<file path="config.mk">
export PLATFORM = sky130hd
export DESIGN_NAME = hiscore_ram_arbiter
export DESIGN_NICKNAME = d
export VERILOG_FILES = /design/src/rtl/hiscore_ram_arbiter.sv
export SDC_FILE = /design/constraint.sdc
export NUM_CORES = 1
export LEC_CHECK = 0
export BUFFER_PORTS_ARGS = -buffer_cell sky130_fd_sc_hd__buf_2
export CAP_MARGIN = 20
export CORE_MARGIN = 2
export CORE_UTILIZATION = 44
export CTS_CLUSTER_DIAMETER = 60
export CTS_CLUSTER_SIZE = 25
export DETAILED_ROUTE_END_ITERATION = 8
export GPL_TIMING_DRIVEN = 1
export PLACE_DENSITY_LB_ADDON = 0.08
export SLEW_MARGIN = 20
export SYNTH_ARGS = -nofsm -noshare
export SYNTH_HDL_FRONTEND = slang
export SYNTH_SLANG_ARGS = --single-unit
</file>
<file path="constraint.sdc">
create_clock -name clkm_36MHZ -period 1.8 [get_ports clkm_36MHZ]
set_clock_uncertainty 0.05 [all_clocks]
set_input_delay 0.27 -clock clkm_36MHZ [delete_from_list [all_inputs] [get_ports clkm_36MHZ]]
set_output_delay 0.27 -clock clkm_36MHZ [all_outputs]
set_load 0.02 [all_outputs]
</file>
<file path="src/rtl/hiscore_ram_arbiter.sv">
// Arbitrates the single-port CPU work RAM between the game CPU and the hiscore
// engine, pausing the CPU around every hiscore access session.
module hiscore_ram_arbiter #(
    parameter int AW      = 16,
    parameter int SETTLE  = 4,
    parameter int HOLDOFF = 8,
    parameter int TIMEOUT = 65535
) (
    input  logic          clkm_36MHZ,
    input  logic          RESET_n,
    input  logic [AW-1:0] cpu_addr,
    input  logic [7:0]    cpu_din,
    input  logic          cpu_we,
    input  logic          cpu_cs,
    output logic [7:0]    cpu_dout,
    input  logic          hs_access_read,
    input  logic          hs_access_write,
    input  logic [AW-1:0] hs_address,
    input  logic [7:0]    hs_data_in,
    input  logic          hs_write,
    output logic [7:0]    hs_data_out,
    output logic          hs_grant,
    output logic          hs_error,
    output logic          pause_req,
    input  logic          paused,
    output logic [AW-1:0] ram_addr,
    output logic [7:0]    ram_din,
    output logic          ram_we,
    input  logic [7:0]    ram_dout
);
    localparam int SW = $clog2(SETTLE + 1);
    localparam int HW = $clog2(HOLDOFF + 1);
    localparam int TW = $clog2(TIMEOUT + 1);
    localparam logic [SW-1:0] SETTLE_LAST  = SW'(SETTLE - 1);
    localparam logic [HW-1:0] HOLD_LAST    = HW'(HOLDOFF - 1);
    localparam logic [TW-1:0] TIMEOUT_LAST = TW'(TIMEOUT - 1);

    typedef enum logic [2:0] {
        ST_IDLE,
        ST_REQ,
        ST_SETTLE,
        ST_GRANT,
        ST_HOLD,
        ST_RELEASE
    } state_t;

    state_t        state_reg, state_next;
    logic          pause_req_reg, pause_req_next;
    logic          hs_grant_reg, hs_grant_next;
    logic          hs_error_reg, hs_error_next;
    logic [7:0]    hs_data_out_reg;
    logic [SW-1:0] settle_cnt_reg, settle_cnt_next;
    logic [HW-1:0] hold_cnt_reg, hold_cnt_next;
    logic [TW-1:0] timeout_cnt_reg, timeout_cnt_next;

    logic          intent;
    logic          bus_quiet;
    logic [SW-1:0] settle_inc;

    assign intent     = hs_access_read | hs_access_write;
    assign bus_quiet  = paused & ~cpu_cs;
    assign settle_inc = settle_cnt_reg + SW'(1);

    // Ownership follows the registered grant only, so the CPU path is never
    // glitched by combinational handshake inputs.
    assign ram_addr = hs_grant_reg ? hs_address : cpu_addr;
    assign ram_din  = hs_grant_reg ? hs_data_in : cpu_din;
    assign ram_we   = hs_grant_reg ? hs_write   : (cpu_we & cpu_cs);
    assign cpu_dout = ram_dout;

    assign hs_data_out = hs_data_out_reg;
    assign hs_grant    = hs_grant_reg;
    assign hs_error    = hs_error_reg;
    assign pause_req   = pause_req_reg;

    always_comb begin
        state_next       = state_reg;
        pause_req_next   = pause_req_reg;
        hs_grant_next    = hs_grant_reg;
        hs_error_next    = hs_error_reg;
        settle_cnt_next  = settle_cnt_reg;
        hold_cnt_next    = hold_cnt_reg;
        timeout_cnt_next = timeout_cnt_reg;

        case (state_reg)
            ST_IDLE: begin
                if (intent) begin
                    state_next       = ST_REQ;
                    pause_req_next   = 1'b1;
                    timeout_cnt_next = '0;
                end
            end
            ST_REQ: begin
                if (!intent) begin
                    state_next     = ST_RELEASE;
                    pause_req_next = 1'b0;
                end else if (bus_quiet) begin
                    state_next      = ST_SETTLE;
                    settle_cnt_next = '0;
                end else if (timeout_cnt_reg == TIMEOUT_LAST) begin
                    state_next     = ST_RELEASE;
                    pause_req_next = 1'b0;
                    hs_error_next  = 1'b1;
                end else begin
                    timeout_cnt_next = timeout_cnt_reg + TW'(1);
                end
            end
            ST_SETTLE: begin
                if (!intent) begin
                    state_next     = ST_RELEASE;
                    pause_req_next = 1'b0;
                end else if (!bus_quiet) begin
                    settle_cnt_next = '0;
                end else if (settle_inc == SETTLE_LAST) begin
                    state_next      = ST_GRANT;
                    hs_grant_next   = 1'b1;
                    settle_cnt_next = settle_inc;
                end else begin
                    settle_cnt_next = settle_inc;
                end
            end
            ST_GRANT: begin
                // A falling paused does not revoke ownership mid-session.
                if (!intent) begin
                    state_next    = ST_HOLD;
                    hs_grant_next = 1'b0;
                    hold_cnt_next = '0;
                end
            end
            ST_HOLD: begin
                if (intent) begin
                    state_next      = ST_SETTLE;
                    settle_cnt_next = '0;
                end else if (hold_cnt_reg == HOLD_LAST) begin
                    state_next     = ST_RELEASE;
                    pause_req_next = 1'b0;
                end else begin
                    hold_cnt_next = hold_cnt_reg + HW'(1);
                end
            end
            ST_RELEASE: begin
                state_next     = ST_IDLE;
                pause_req_next = 1'b0;
            end
            default: begin
                state_next     = ST_IDLE;
                pause_req_next = 1'b0;
                hs_grant_next  = 1'b0;
            end
        endcase
    end

    always_ff @(posedge clkm_36MHZ or negedge RESET_n) begin
        if (!RESET_n) begin
            state_reg       <= ST_IDLE;
            pause_req_reg   <= 1'b0;
            hs_grant_reg    <= 1'b0;
            hs_error_reg    <= 1'b0;
            hs_data_out_reg <= 8'h00;
            settle_cnt_reg  <= '0;
            hold_cnt_reg    <= '0;
            timeout_cnt_reg <= '0;
        end else begin
            state_reg       <= state_next;
            pause_req_reg   <= pause_req_next;
            hs_grant_reg    <= hs_grant_next;
            hs_error_reg    <= hs_error_next;
            settle_cnt_reg  <= settle_cnt_next;
            hold_cnt_reg    <= hold_cnt_next;
            timeout_cnt_reg <= timeout_cnt_next;
            if (hs_grant_reg) begin
                hs_data_out_reg <= ram_dout;
            end
        end
    end
endmodule

</file>
== Yosys cells after proc, flatten, opt, wreduce, memory -nomap -nowiden ==
Cells that the tools add are included.

* Add/sub/neg operators: 3
* Eq/ne operators: 28
* Multiplexer cells: 41
* Bitwise operators: 7
* Reduce and logical (&&, ||, !) cells: 12

{| class="wikitable"
|+ Operators by type and width
! kind !! number
|-
| $mux 16 || 5
|-
| $mux 3 || 15
|-
| $pmux 16 s2 || 1
|-
| $ne 2x2->1 const B || 14
|-
| $add 16x1->16 const B || 1
|-
| $eq 16x16->1 const B || 1
|-
| $ne 3x3->1 const B || 5
|-
| $pmux 3 s5 || 1
|-
| $reduce_and 5->1 || 3
|-
| $mux 4 || 3
|-
| $mux 1 || 11
|-
| $eq 3x2->1 const B || 3
|-
| $pmux 3 s3 || 1
|-
| $mux 8 || 1
|-
| $pmux 4 s2 || 1
|-
| $reduce_and 4->1 || 2
|-
| $reduce_and 7->1 || 1
|-
| $eq 3x3->1 const B || 2
|-
| $reduce_and 6->1 || 1
|-
| $pmux 1 s5 || 1
|-
| $add 4x1->4 const B || 1
|-
| $eq 4x3->1 const B || 1
|-
| $ne 4x4->1 const B || 1
|-
| $not 1->1 || 4
|-
| 9 further kinds || 11
|}

* Flip-flop bits (word level): 37
* Input port bits: 64
* Output and inout bits: 44
* Logic and storage cells: 99

== Longest topological paths before layout ==
Gate-level depths: netlist of run 1.

* Depth after elaboration: 6
* Depth in mapped cells: 7
* Gate-level depth less buffers: 6

== Worst setup path after synthesis of run 1 ==
OpenSTA, ideal clock, no wires.

* Kind: flip-flop to flip-flop
* From: register timeout_cnt_reg[0]
* To: register timeout_cnt_reg[13]
* Setup time: 0.126 ns
* Data arrival time: 1.782 ns
* Required time: 1.624 ns
* Slack: -0.158 ns
* Stages on the path, launching flop included: 8
* Buffers on the path: 1
* Clock period less this slack: 1.958 ns
* Cell sequence: dfrtp_1 > inv_1 > ha_1 > nand4_1 > or4_4 > buf_6 > and4_1 > a221o_1

* Cells in the longest elaborated chain, start to end: 5
* Elaborated cells on any way between the ends: 8
* Those cells by class: 1 x add/sub; 2 x eq/ne; 4 x mux; 1 x reduce/logical

{| class="wikitable"
|+ RTL lines
! item !! line !! RTL
|-
| start, declared || 54 || <nowiki>logic [TW-1:0] timeout_cnt_reg, timeout_cnt_next;</nowiki>
|-
| start signal, assigned || 170 || <nowiki>timeout_cnt_reg <= timeout_cnt_next;</nowiki>
|-
| $add 16x1->16 || 105 || <nowiki>timeout_cnt_next = timeout_cnt_reg + TW'(1);</nowiki>
|-
| $mux 16 || 100 || <nowiki>end else if (timeout_cnt_reg == TIMEOUT_LAST) begin</nowiki>
|-
| $mux 16 || 97 || <nowiki>end else if (bus_quiet) begin</nowiki>
|-
| $mux 16 || 94 || <nowiki>if (!intent) begin</nowiki>
|-
| $pmux 16 s2 || 85 || <nowiki>case (state_reg)</nowiki>
|}

Several ways; a longest one is shown, not always the timed one. The select of a mux whose other input is x is not followed.
A chain may end at the register's enable or synchronous reset.

== Worst setup path after layout of run 1 ==
Ends and elaborated chain as after synthesis.

==> qor.yml, run 1 <==
setup_path:
  worst_ep_arrival_time_ns: 1.98
  r2r-start: "timeout_cnt_reg[0]"
  critPathKind: "reg -> reg"
  crit_path_max_fanout: 10
  endpoint_kind: "flip-flop"
  regToRegEndpoint: "timeout_cnt_reg[13]"
  reg2regPathDepth: 6
  cp-start-kind: "flip-flop"
  reg2reg_slack_ns: -0.05
  required_ns: 1.93
floorplanning:
  die_h_um: 80.4
  coreArea_um2: 5570
  die_area_um2: 6460
  die_w_um: 80.4
  std_cell_rows: 27
  pin_count: 108
  initial_utilization_pct: 46.0
routing:
  remaining_drc_errors: 0
  wl_per_cell_um: 14.7
  first_pass_iters: 4
  vias_per_cell: 5.49
  ant_nets: 0
  routed_wl_um: 7000
  drt_iter0_markers: 112
  route.vias.total: 2620
pwr:
  p_leak_nw: 1.74
  total_power_w: 0.00477
  power_density_nw_per_um2: 1310
  irDropWorstVdd_uv: 868
sta:
  finalMaxSlewViolations: 0
  max_freq_mhz: 541
  timing.final.crit_share_pct: 103
  finalSetupTns_ns: -0.116
  rsz0062_at_grt: "true"
  setup_violations: 7
  fin_ws_ns: -0.0478
  fin_crit_ns: 1.85
  max_slew_margin_pct: 55.0
  tightest_slew_ns: 0.675
  hold_violations: 0
yosys:
  synth_edf_count: 0
  avgSynthCellArea_um2: 9.83
  synthFlopType: "dfrtp_1"
  synth_cell_types: 61
  syn_nets: 330
  ys_ff_latch: 37
  async_reset_ff_share_pct: 100
  syn-cell-area_um2: 2560
  synth_area_leader_cell: "dfrtp_1"
  seq_area_frac_synth_pct: 36.1
  postSynthCellCount: 261
  yosys_warnings: 0
  ys_top_cells_by_area: "dfrtp_1 36%, mux2_2 14%, o211ai_1 2.9%"
  yosysTopAreaCellShare_pct: 36.1
run_status:
  failed_checks: "setup timing"
  outcome: "finished with violations"
global_routing:
  grt_pass1_vias: 2394
  grt_usage_pct: 22.5
  grt_pass1_wl_um: 11300
  grt_use_met1_pct: 29.6
  top_usage_layer: "met2"
  antenna_found_initial: 0
  overflow: 0
  gr-usage-met2_pct: 38.3
  grt_max_degree: 39
  gr-usage-met3_pct: 4.16
place:
  port_buffers: 107
  gp_congestion: 0.886
  hpwl_um: 5440
  placed_area_um2: 3450
layout:
  drive_gt1_share_pct: 54.6
  layout_commonest_cell: "buf_2"
  largest_reg_flops: 16
  nets: 473
  fillers: 462
  multi_input_area_um2: 1530
  final_cell_mix: "107 x buf_2, 48 x buf_4, 35 x dfrtp_1, 33 x mux2_2, 16 x nand2_1"
  antennaDiodeCount: 0
  post-route-util_pct: 65.2
  layout.area.seq_um2: 928
  finalInstanceArea_um2: 3630
  area_growth_syn_to_layout_pct: 41.6
clock_network:
  cts.sinks: 37
  cts_htree_levels: 2
  clk_latency_ns: 0.29
  cts_buffers: 5
  path_clk_slew_ns: 0.08
  tritoncts: "yes"
  clock_path_buffers: 2
  clock-root-buffer: "clkbuf_8"
worst_hold_path:
  holdCritStartpoint: "ram_dout[1]"
  holdPathStages: 2
  min_to: "hs_data_out[1]"
  min_path_type: "in -> reg"
job:
  drv_cap: 0
logic make-up (layout without fill, tap and decap cells):
family                   after synthesis  count (layout)  share of synthesized area [%]
multiplexers                          34              34                           14.9
adder cells (fa/ha/maj)                5               5                           2.44
XOR/XNOR                               1               1                          0.342
AO/OA/AOI/OAI                         62              62                           18.6
buffers and inverters                 28             172                           5.61
AND/OR/NAND/NOR                       94              94                           22.0
flip-flops                            37              37                           36.1
metrics by stage:
step | worst slack (ns) | hold WS, ns | std cells
2_1_floorplan | -0.0789 | -0.0756 | 261
3_3_place_gp | -0.0453 | 0.299 | 466
3_5_place_dp | -0.0535 | 0.306 | 466
4_1_cts | -0.0519 | 0.171 | 477
5_1_grt | -0.121 | 0.165 | 477
6_report | -0.0478 | 0.181 | 477
layer usage:
metal  routed length, um  part of all wire [%]
met4                  47                  0.67
met2                3400                    49
met1                3080                    44
met3                 475                   6.8
met5                   0                     0
area by class of cell:
| cell class | instances | area share [%] |
|---|---|---|
| multi-input cells | 196 | 42.1 |
| flip-flops and latches | 37 | 25.6 |
| repair buffers | 157 | 25.5 |
| well taps | 72 | 2.48 |
| clock buffers | 5 | 1.89 |
| clock inverters | 3 | 1.79 |
| inverters | 7 | 0.723 |
cells in the mapped netlist (4+ instances only):
| cell type | count |
|---|---|
| mux2_2 | 33 |
| nand4_1 | 9 |
| a221o_1 | 7 |
| nor2_1 | 9 |
| o21ai_0 | 14 |
| nand2b_1 | 4 |
| inv_1 | 7 |
| nand3_1 | 14 |
| nor3_1 | 7 |
| or4_1 | 4 |
| nand2_1 | 16 |
| and4_1 | 4 |
| o2bb2ai_1 | 4 |
| clkbuf_1 | 8 |
| ha_1 | 5 |
| dfrtp_1 | 37 |
| buf_4 | 8 |
| a31oi_1 | 4 |
| o211ai_1 | 10 |
power by group:
part           switching (W)  total [W]  internal, W  leakage, nW
Sequential          0.000202    0.00127      0.00107        0.473
Combinational        0.00141    0.00264      0.00123         1.20
Clock               0.000306   0.000857     0.000551       0.0681
Total                0.00192    0.00477      0.00285         1.74
worst max-delay path by stage:
stage,from,end,depth (start not counted)
after global placement,timeout_cnt_reg[0],timeout_cnt_reg[11],6
after CTS,timeout_cnt_reg[0],timeout_cnt_reg[13],6
after detailed placement,timeout_cnt_reg[0],timeout_cnt_reg[11],6
final,timeout_cnt_reg[0],timeout_cnt_reg[13],6
after floorplan,timeout_cnt_reg[0],timeout_cnt_reg[13],7
after global routing,timeout_cnt_reg[0],timeout_cnt_reg[13],6
repair_timing:
action                                 4_1_cts  5_1_grt
resized for setup                            1        5
setup endpoints to repair                    8       21
endpoints found under the hold margin       29        0
hold buffers                                 1        0
setup buffers                                2        0
critical path, stage by stage (launching register included):
cell	delay, ns
dfrtp_1	0.38
inv_1	0.06
ha_1	0.14
nand4_1	0.11
or4_4	0.52
and4_1	0.23
a221o_1	0.26
Note: power is estimated with default switching activity, not from simulation.
==> run 2, diff against run 1 <==
CORE_UTILIZATION = 50   (was 44)
clock period = 2.4 ns   (was 1.8 ns; I/O delays follow)
==> qor.yml, run 2 (same netlist as run 1, synthesis figures left out) <==
floorplanning:
  die_h_um: 75.6  # was 80.4 um
  die_w_um: 75.6  # was 80.4 um
  std_cell_rows: 26  # was 27
  die_area_um2: 5720  # was 6460 um^2
  pin_count: 108  # unchanged
  initial_utilization_pct: 50.9  # was 46.0%
  coreArea_um2: 5040  # was 5570 um^2
sta:
  max_slew_margin_pct: 45.8  # was 55.0%
  hold_violations: 0  # unchanged
  fin_crit_ns: 2.20  # was 1.85 ns
  finalMaxSlewViolations: 0  # unchanged
  setup_violations: 0  # was 7
  timing.final.crit_share_pct: 91.6  # was 103%
  finalSetupTns_ns: 0  # was -0.116 ns
  fin_ws_ns: 0.201  # was -0.0478 ns
  max_freq_mhz: 455  # was 541 MHz
  tightest_slew_ns: 0.813  # was 0.675 ns
  rsz0062_at_grt: "false"  # was true
setup_path:
  crit_path_top_delay_cell: "or3b_2"  # was or4_4
  critPathKind: "reg -> reg"  # unchanged
  required_ns: 2.58  # was 1.93 ns
  cp-start-kind: "flip-flop"  # unchanged
  worst_ep_arrival_time_ns: 2.38  # was 1.98 ns
  r2r-start: "state_reg[2]"  # was timeout_cnt_reg[0]
  crit_path_max_fanout: 15  # was 10
  cpPeakStageDelay_ns: 0.61  # was 0.52 ns
  crit_chain: "or3b_2 > nor3_2 > and4_2 > a221o_1"  # was inv_1 > ha_1 > nand4_1 > or4_4 > and4_1 > a221o_1
  critical_path_buf_inv_count: 0  # was 1
  cp_top_family: "simple AND/OR/NAND/NOR gates"  # unchanged
  crit_start: "state_reg[2]"  # was timeout_cnt_reg[0]
  endpoint_kind: "flip-flop"  # unchanged
routing:
  route.vias.total: 2509  # was 2620
  vias_per_cell: 5.81  # was 5.49
  ant_nets: 0  # unchanged
  first_pass_iters: 5  # was 4
  remaining_drc_errors: 0  # unchanged
  wl_per_cell_um: 15.3  # was 14.7 um
  drt_iter0_markers: 212  # was 112
  routed_wl_um: 6590  # was 7000 um
layout:
  nets: 430  # was 473
  layout_commonest_cell: "buf_2"  # unchanged
  final_cell_mix: "107 x buf_2, 37 x dfrtp_1, 33 x mux2_2, 16 x nand2_1"  # was 107 x buf_2, 48 x buf_4, 35 x dfrtp_1, 33 x mux2_2, 16 x nand2_1
  area_growth_syn_to_layout_pct: 27.0  # was 41.6%
  antennaDiodeCount: 0  # unchanged
  largest_reg_flops: 16  # unchanged
  drive_gt1_share_pct: 47.2  # was 54.6%
  finalInstanceArea_um2: 3260  # was 3630 um^2
clock_network:
  tritoncts: "yes"  # unchanged
  cts.sinks: 37  # unchanged
  post_cts_buffers: 0  # was 2
  ctsResizeCount: 0  # was 1
  path_clk_slew_ns: 0.08  # about the same
  clock_path_buffers: 2  # unchanged
  cts_buffers: 5  # unchanged
  cts_htree_levels: 2  # unchanged
  holdBufCountCts: 0  # was 1
  clock-root-buffer: "clkbuf_8"  # unchanged
  clk_latency_ns: 0.29  # about the same
pwr:
  irDropWorstVdd_uv: 614  # was 868 uV
  power_density_nw_per_um2: 1020  # was 1310 nW/um^2
  p_leak_nw: 1.52  # was 1.74 nW
  total_power_w: 0.00331  # was 0.00477 W
job:
  drv_cap: 0  # unchanged
place:
  preCtsSetupSlack_ns: 0.272  # was -0.0535 ns
  gp_congestion: 0.912  # was 0.886
  port_buffers: 107  # unchanged
  hpwl_um: 4990  # was 5440 um
  placed_area_um2: 3120  # was 3450 um^2
global_routing:
  grt_max_degree: 38  # was 39
  grt_usage_pct: 23.0  # was 22.5%
  grt_pass1_vias: 2171  # was 2394
  overflow: 0  # unchanged
  grt_pass1_wl_um: 9920  # was 11300 um
  antenna_found_initial: 0  # unchanged
worst_hold_path:
  min_path_type: "in -> async"  # was in -> reg
run_status:
  outcome: "finished clean"  # was finished with violations
-- run 2: worst paths after layout --
kind	endpoint	slack, ns	cells past startpoint
setup / recovery	timeout_cnt_reg[11]	0.20	4
hold / removal	timeout_cnt_reg[11]	0.10	1
setup reg to reg	timeout_cnt_reg[11]	0.20	4
hold reg to reg	hs_error	0.43	1
max in group asynchronous	settle_cnt_reg[1]	1.67	1
min in group clkm_36MHZ	hs_data_out[1]	0.27	2
-- run 2: worst reg2reg max path, stage by stage, from the launching register on --
cell	delay [ns]
dfrtp_1	0.55
or3b_2	0.61
nor3_2	0.50
and4_2	0.33
a221o_1	0.10
-- run 2: stage by stage --
step	utilization, %	hold slack (ns)	std cells
2_1_floorplan	-	0.0144	261
3_3_place_gp	61.9	0.390	424
3_5_place_dp	61.9	0.428	424
4_1_cts	64.6	0.140	432
5_1_grt	64.6	0.195	432
6_report	64.6	0.102	432
-- run 2: per-layer routing --
layer / vias to the layer above / GRT usage [%] / part of all wire, % / routed length [um]
li1: 1203 / - / - / -
met1: 1185 / 26.1 / 40 / 2620
met2: 111 / 43.0 / 53 / 3470
met3: 10 / 4.23 / 6.2 / 410
met4: 0 / 8.19 / 1.3 / 87
met5: - / 0 / 0 / 0
-- run 2: power breakdown --
part           internal, W  switching, W  total [W]  leakage, nW
combinational     0.000713      0.000924    0.00164        0.977
sequential        0.000801      0.000236    0.00104        0.476
clock             0.000413      0.000224   0.000637       0.0681
-- run 2: layout make-up --
cell class	count	area [um^2]
fill	414	1790
clock buffer	5	68.8
inverter	7	26.3
sequential	37	926
multi-input combinational	196	1500
clock inverter	3	65.1
tap	70	87.6
timing repair buffer	114	588
==> run 3, diff against run 2 <==
CELL_PAD_IN_SITES_DETAIL_PLACEMENT = 1   (was default)
CELL_PAD_IN_SITES_GLOBAL_PLACEMENT = 1   (was default)
CORE_UTILIZATION = 38   (was 50)
==> qor.yml, run 3 (same netlist as run 1, synthesis figures left out) <==
place:
  port_buffers: 107  # unchanged
  hpwl_um: 5860  # was 4990 um
  dp.cells: 433  # was 424
  placed_area_um2: 3160  # was 3120 um^2
  gp_congestion: 0.900  # was 0.912
  preCtsSetupSlack_ns: 0.299  # was 0.272 ns
clock_network:
  tritoncts: "yes"  # unchanged
  clock-root-buffer: "clkbuf_8"  # unchanged
  path_clk_slew_ns: 0.08  # about the same
  post_cts_buffers: 0  # unchanged
  cts_buffers: 5  # unchanged
  clock_path_buffers: 2  # unchanged
  holdBufCountCts: 0  # unchanged
  cts_htree_levels: 2  # unchanged
  cts.sinks: 37  # unchanged
  clk_latency_ns: 0.28  # was 0.29 ns
  ctsResizeCount: 0  # unchanged
layout:
  antennaDiodeCount: 0  # unchanged
  finalInstanceArea_um2: 3280  # was 3260 um^2
  final_cell_mix: "107 x buf_2, 37 x dfrtp_1, 33 x mux2_2, 16 x nand2_1"  # unchanged
  layout_commonest_cell: "buf_2"  # unchanged
  drive_gt1_share_pct: 47.3  # was 47.2%
  layout.cells.non_filler: 441  # was 432
  nets: 432  # was 430
  area_growth_syn_to_layout_pct: 27.7  # was 27.0%
  fillers: 778  # was 414
  largest_reg_flops: 16  # unchanged
global_routing:
  antenna_found_initial: 0  # unchanged
  gr-usage-met3_pct: 3.85  # was 4.23%
  grt_max_degree: 38  # unchanged
  gr-usage-met2_pct: 35.1  # was 43.0%
  top_usage_layer: "met2"  # unchanged
  grt_pass1_wl_um: 12200  # was 9920 um
  grt_pass1_vias: 2439  # was 2171
  grt_usage_pct: 20.9  # was 23.0%
  grt_use_met1_pct: 27.4  # was 26.1%
  overflow: 0  # unchanged
routing:
  ant_nets: 0  # unchanged
  first_pass_iters: 4  # was 5
  route.vias.total: 2504  # was 2509
  remaining_drc_errors: 0  # unchanged
  vias_per_cell: 5.68  # was 5.81
  wl_per_cell_um: 17.2  # was 15.3 um
  drt_iter0_markers: 177  # was 212
  routed_wl_um: 7600  # was 6590 um
pwr:
  power_density_nw_per_um2: 1000  # was 1020 nW/um^2
  irDropWorstVdd_uv: 679  # was 614 uV
  p_leak_nw: 1.53  # was 1.52 nW
sta:
  rsz0062_at_grt: "false"  # unchanged
  timing.final.crit_share_pct: 88.5  # was 91.6%
  max_slew_margin_pct: 41.1  # was 45.8%
  max_freq_mhz: 471  # was 455 MHz
  fin_ws_ns: 0.277  # was 0.201 ns
  tightest_slew_ns: 0.883  # was 0.813 ns
  fin_crit_ns: 2.12  # was 2.20 ns
  setup_violations: 0  # unchanged
  finalMaxSlewViolations: 0  # unchanged
  hold_violations: 0  # unchanged
  finalSetupTns_ns: 0  # unchanged
floorplanning:
  initial_utilization_pct: 39.9  # was 50.9%
  die_area_um2: 7420  # was 5720 um^2
  die_w_um: 86.2  # was 75.6 um
  pin_count: 108  # unchanged
  std_cell_rows: 29  # was 26
  coreArea_um2: 6420  # was 5040 um^2
  die_h_um: 86.2  # was 75.6 um
setup_path:
  required_ns: 2.58  # about the same
  worst_ep_arrival_time_ns: 2.30  # was 2.38 ns
  critPathKind: "reg -> reg"  # unchanged
  crit_path_max_fanout: 12  # was 15
  cp-start-kind: "flip-flop"  # unchanged
  endpoint_kind: "flip-flop"  # unchanged
run_status:
  outcome: "finished clean"  # unchanged
job:
  drv_cap: 0  # unchanged
worst_hold_path:
  min_path_type: "in -> async"  # unchanged
==> run 3: cell types whose count changed in the layout (fill, tap and decap cells not counted), sizes merged <==
cell	change
clkinv	-1
bufinv	-1
buf	+2
clkbuf	+2
==> run 3: worst max-delay path, stage by stage (launching register included) <==
cell,delay (ns)
dfrtp_1,0.44
inv_1,0.08
ha_1,0.14
nand4_1,0.10
or4_4,0.63
o21ai_2,0.40
mux2_2,0.23
==> run 3: per-stage QoR <==
stage	total power (W)	utilization, %	hold WS (ns)
6_report	0.00328	51.0	0.141
5_1_grt	0.00352	51.0	0.193
4_1_cts	0.00331	51.0	0.163
3_5_place_dp	0.00274	49.2	0.401
3_3_place_gp	0.00272	49.2	0.402
2_1_floorplan	0.00217	-	0.0144
==> run 3: final timing paths <==
check	slack (ns)	cells after the start	endpoint	from
worst min-delay path	0.14	1	timeout_cnt_reg[3]	RESET_n
worst max register to register	0.28	6	timeout_cnt_reg[0]	timeout_cnt_reg[0]
worst max-delay path	0.28	6	timeout_cnt_reg[0]	timeout_cnt_reg[0]
max in group asynchronous	1.60	1	settle_cnt_reg[0]	RESET_n
worst min register to register	0.41	1	hs_error	hs_error
min in group clkm_36MHZ	0.27	2	hs_data_out[5]	ram_dout[5]
==> run 3: cell type report <==
cell class              instances  area [um^2]  share of cell area, %
flip-flops and latches         37          926                   28.3
repair buffers                116          616                   18.8
clock inverters                 1         30.0                  0.917
multi-input cells             196         1500                   45.6
well taps                      77         96.3                   2.94
inverters                       7         26.3                  0.802
clock buffers                   7         86.3                   2.64
==> run 3: metal layers <==
metal	wire length, um	vias to the layer above
met2	3610	76
met3	457	14
li1	-	1203
met4	134	0
met1	3400	1211
met5	0	-
==> run 3: power breakdown <==
group | switching [W] | internal, W
registers | 0.000229 | 0.000801
clock network | 0.000215 | 0.000339
logic | 0.000963 | 0.000734
total | 0.00141 | 0.00187
